--- config.mk ---
export PLATFORM = sky130hd
export DESIGN_NAME = bin_to_bcd_serial
export DESIGN_NICKNAME = d
export VERILOG_FILES = /design/src/rtl/bin_to_bcd_serial_pkg.sv /design/src/rtl/bin_to_bcd_serial_add3.sv /design/src/rtl/bin_to_bcd_serial.sv
export SDC_FILE = /design/constraint.sdc
export NUM_CORES = 1
export LEC_CHECK = 0
export CORE_ASPECT_RATIO = 1.5
export CORE_MARGIN = 2
export CORE_UTILIZATION = 48
export DETAILED_ROUTE_END_ITERATION = 12
export HOLD_SLACK_MARGIN = 0.02
export PLACE_DENSITY = 0.79
export SYNTH_ARGS = -nofsm -noshare
export SYNTH_HDL_FRONTEND = slang
export SYNTH_SLANG_ARGS = --single-unit
--- constraint.sdc ---
create_clock -name clk -period 1.9 [get_ports clk]
set_input_delay 0.57 -clock clk [delete_from_list [all_inputs] [get_ports clk]]
set_output_delay 0.57 -clock clk [all_outputs]
set_load 0.1 [all_outputs]
--- src/rtl/bin_to_bcd_serial_pkg.sv ---
// Shared constants and helpers for the serial binary-to-BCD converter and
// the HEX display path that consumes its digits.
package bin_to_bcd_serial_pkg;

  localparam int         DIGIT_W     = 4;
  localparam logic [3:0] ADD3_THRESH = 4'd5;

  typedef enum logic [1:0] {
    ST_IDLE  = 2'd0,
    ST_SHIFT = 2'd1,
    ST_DONE  = 2'd2
  } conv_state_e;

  function automatic longint unsigned pow10(input int n);
    longint unsigned p = 1;
    for (int i = 0; i < n; i++) p = p * 10;
    return p;
  endfunction

endpackage

--- src/rtl/bin_to_bcd_serial_add3.sv ---
// One BCD digit's double-dabble correction: digits of 5 or more get +3 so
// the following left shift carries cleanly into the next decade.
module bcd_add3_digit
  import bin_to_bcd_serial_pkg::*;
(
  input  logic [DIGIT_W-1:0] din,
  output logic [DIGIT_W-1:0] dout
);

  assign dout = (din >= ADD3_THRESH) ? din + 4'd3 : din;

endmodule

--- src/rtl/bin_to_bcd_serial.sv ---
// Iterative shift-and-add-3 binary-to-BCD converter, one bit per clock, with
// start/busy/done handshake and a leading-zero blank mask for the HEX displays.
module bin_to_bcd_serial
  import bin_to_bcd_serial_pkg::*;
#(
  parameter int BIN_W  = 16,
  parameter int DIGITS = 5
) (
  input  logic                      clk,
  input  logic                      reset,
  input  logic                      start,
  input  logic [BIN_W-1:0]          bin_in,
  output logic                      busy,
  output logic                      done,
  output logic [DIGIT_W*DIGITS-1:0] bcd_out,
  output logic [DIGITS-1:0]         digit_blank
);

  localparam int                CNT_W     = $clog2(BIN_W + 1);
  localparam logic [DIGITS-1:0] BLANK_RST = {{(DIGITS-1){1'b1}}, 1'b0};

  if (BIN_W < 4) begin : g_bad_width
    $error("bin_to_bcd_serial: BIN_W must be at least 4");
  end
  if (pow10(DIGITS) <= ((longint'(1) << BIN_W) - 1)) begin : g_bad_digits
    $error("bin_to_bcd_serial: DIGITS too small for BIN_W");
  end

  conv_state_e               state;
  logic [BIN_W-1:0]          shift_reg, shift_nxt;
  logic [DIGIT_W*DIGITS-1:0] scratch, adj, scratch_nxt;
  logic [CNT_W-1:0]          cnt;
  logic [DIGITS-1:0]         blank_nxt;

  for (genvar d = 0; d < DIGITS; d++) begin : g_digit
    bcd_add3_digit u_add3 (
      .din  (scratch[DIGIT_W*d +: DIGIT_W]),
      .dout (adj[DIGIT_W*d +: DIGIT_W])
    );
  end

  assign {scratch_nxt, shift_nxt} = {adj, shift_reg} << 1;

  // Blank a digit only when it and every digit above it are zero; ones never blank.
  always_comb begin
    blank_nxt = '0;
    blank_nxt[DIGITS-1] = (scratch_nxt[DIGIT_W*(DIGITS-1) +: DIGIT_W] == '0);
    for (int i = DIGITS - 2; i >= 1; i--)
      blank_nxt[i] = blank_nxt[i+1] & (scratch_nxt[DIGIT_W*i +: DIGIT_W] == '0);
  end

  always_ff @(posedge clk) begin
    if (reset) begin
      state       <= ST_IDLE;
      busy        <= 1'b0;
      done        <= 1'b0;
      bcd_out     <= '0;
      digit_blank <= BLANK_RST;
      scratch     <= '0;
      shift_reg   <= '0;
      cnt         <= '0;
    end else begin
      case (state)
        ST_IDLE, ST_DONE: begin
          done <= 1'b0;
          if (start) begin
            shift_reg <= bin_in;
            scratch   <= '0;
            cnt       <= CNT_W'(BIN_W);
            busy      <= 1'b1;
            state     <= ST_SHIFT;
          end else begin
            state <= ST_IDLE;
          end
        end
        ST_SHIFT: begin
          scratch   <= scratch_nxt;
          shift_reg <= shift_nxt;
          cnt       <= cnt - 1'b1;
          // Last shift publishes the result straight from the shifted scratch.
          if (cnt == CNT_W'(1)) begin
            busy        <= 1'b0;
            done        <= 1'b1;
            bcd_out     <= scratch_nxt;
            digit_blank <= blank_nxt;
            state       <= ST_DONE;
          end
        end
        default: begin
          busy  <= 1'b0;
          done  <= 1'b0;
          state <= ST_IDLE;
        end
      endcase
    end
  end

endmodule
==> impl_results.md <==
* Status: finished, violations left
* Failing checks: setup timing
* H-tree levels at 3
* Die Y at 101 um
* Vias per inst at ~5.5
* P&R area growth vs syn at 41.0%
* Via count at around 2700
* Die ar. at a little under 0.007 mm^2
* Initial Util at 49.4%
* CTS tree: built
* Worst Path Arrival at between 2000 and 2500 ps
* Yosys reg bits at between 60 and 70
* Clk_lat worst skew at between 300 and 400 ps
* GPL Wtd Cong at ~0.86
* Final worst setup slack at -13.2 ps
* Grt ovf at 0
* Req. time, crit path at approximately 2200 ps
* Netlist cell types at 36
* CTS Sinks at between 60 and 70
* Actual slew at the worst max-slew pin at about 750 ps
* Cts bufs inserted at 9
* Largest cells by area after synthesis: dfxtp_1 (46%), a21oi_1 (8.1%), nand2_1 (7.4%), ha_1 (5.0%), a22oi_1 (4.0%)
* Top cell type's share of synthesized area at between 40% and 50%
* Most frequent cells in the layout: dfxtp_1 (67), nand2_1 (59), a21oi_1 (47)
* IO buf count at 44
* Detail Route Antenna Nets at 0
* Cell Pwr Density at between 700 and 800 mW/mm^2
* Mapped Nets at just under 400
* Routed WL at between 7 and 8 mm
* Hold Fails Final Rpt at 0
* Tcrit/Tclk final at 101%
* Final min period at between 1500 and 2000 ps
* Cts hold-fix bufs at 0
* Share of cells above drive strength 1 at 20.9%
* CTS clk-pin slew, worst paths at 70 ps
* DRC violations left at 0
* Synthesized cell area at 0.00301 mm^2
* Fmax at about 0.52 GHz
* Final setup viols at 1
* Total negative setup slack at -13.2 ps
* Number of cells produced by synthesis at about 350
* Die Width at between 60 and 70 um
* # fillers at approximately 450
* Commonest non-fill, non-tap cell in the layout: dfxtp_1
* CP max FO at 4
* Largest net degree at the start of global routing at 31
* Core footprint at slightly above 0.006 mm^2
* CP Capture Type: flip-flop
* Slew margin rel. at between 40% and 50%
* Ant. Diodes at 0
* Global-route usage over all layers at between 20% and 30%
* Leakage at between 1.5 and 2 nW
* Max-Cap Viols at 0
* Pre-Repair DR Iteration Count at 4
* IO Pins at 46
* Root Buffer: clkbuf_8
* Initial antenna violation count at 0
* Final HPWL DP at 4.96 mm
* HP Class: flip-flop to flip-flop
* Rows at 35
* Seq/Total Area, Yosys at 45.9%
* Area leader, netlist: dfxtp_1
* Syn Area/Cell at between 8 and 9 um^2
* Clock skew at between 6 and 7 ps
* Final net count at ~440
* Crit path launch type: flip-flop
* Drt initial violations at 96
* Power, Total at approximately 3.3 mW
* Final Max Tran Viols at 0
* VDD IR max at between 0.7 and 0.8 mV
* CP Class: flip-flop to flip-flop
* First-pass GRT wire length at ~12 mm
* Setup slack after placement at -547 ps
* Maximum buffer depth of the clock tree at 2
* RSZ-0062 raised after global routing: yes
* Syn. warnings at 0
* Vias in the first global route at around 2700
* Avg WL per Cell at between 10 and 15 um
## repair_timing
item / 4_1_cts / 5_1_grt
gates resized for setup: 7 / 22
pin swaps: 2 / 1
setup endpoints to repair: 26 / 19
setup buffers: 0 / 2
## stage by stage
stage | cell area (um^2) | cells | utilization (%) | hold slack, ps
2_1_floorplan | 3010 | 354 | - | 437
3_3_place_gp | 3890 | 472 | 64.0 | 444
3_5_place_dp | 3890 | 472 | 64.0 | 450
4_1_cts | 4160 | 488 | 68.3 | 461
5_1_grt | 4240 | 490 | 69.7 | 482
6_report | 4240 | 490 | 69.7 | 461
## routing by layer
layer  up-vias  share of wire [%]  global-route usage [%]
li1       1344                  -                       -
met1      1292                 39                    23.5
met2        64                 55                    39.3
met3        14                3.7                    3.58
met4         0                2.4                    11.4
met5         -                  0                       0
## layout make-up
| class | count | area, um^2 | area share (%) |
|---|---|---|---|
| inverters | 14 | 52.6 | 1.24 |
| flip-flops and latches | 69 | 1380 | 32.6 |
| well taps | 74 | 92.6 | 2.18 |
| clock inverters | 2 | 37.5 | 0.885 |
| repair buffers | 67 | 913 | 21.5 |
| multi-input cells | 250 | 1570 | 37.0 |
| clock buffers | 14 | 193 | 4.54 |
## cells in the mapped netlist, drive strengths merged
library cell and count:
a22o 11, a21oi 49, nor3b 6, o21bai 2, mux2i 8, o21ai 18, and3 1, dfxtp 69
or2 1, a311oi 1, nand3 4, ha 12, a221o 1, nor2b 3, or3b 1, nand3b 2
nand2 59, buf 8, o31ai 1, or4b 1, a211oi 8, xnor2 5, clkbuf 13, a22oi 16
and4b 1, nor3 9, nor2 20, o2111ai 1, mux2 1, nand2b 7, conb 1, inv 14
## critical path, stage by stage, from the launching register on
cell and delay (ps):
dfxtp_1 320, inv_2 60, ha_2 160, or4b_4 500
nor2_4 150, and4b_2 280, o2111ai_4 150, o31ai_2 210
## cells by family after synthesis
| group | Yosys count | synth area share, % |
|---|---|---|
| XOR/XNOR | 5 | 1.46 |
| AO/OA/AOI/OAI | 108 | 22.0 |
| AND/OR/NAND/NOR | 115 | 17.5 |
| multiplexers | 9 | 3.04 |
| flip-flops | 69 | 45.9 |
| buffers and inverters | 35 | 4.95 |
| other | 1 | 0.125 |
| adder cells (fa/ha/maj) | 12 | 4.99 |
## final timing paths
| kind | from | endpoint | slack, ps | cells after the start |
|---|---|---|---|---|
| setup / recovery | cnt[1] | digit_blank[1] | -10 | 7 |
| hold / removal | shift_reg[4] | shift_reg[4] | 460 | 2 |
| setup reg to reg | cnt[1] | digit_blank[1] | -10 | 7 |
| hold reg to reg | shift_reg[4] | shift_reg[4] | 460 | 2 |
## power by group
group          switching (mW)  internal (mW)  total [mW]
sequential             0.0386           1.50        1.53
combinational           0.247          0.176       0.424
clock                   0.535          0.786        1.32
total                   0.821           2.46        3.28
No activity file was read; power rests on OpenSTA's default activity.
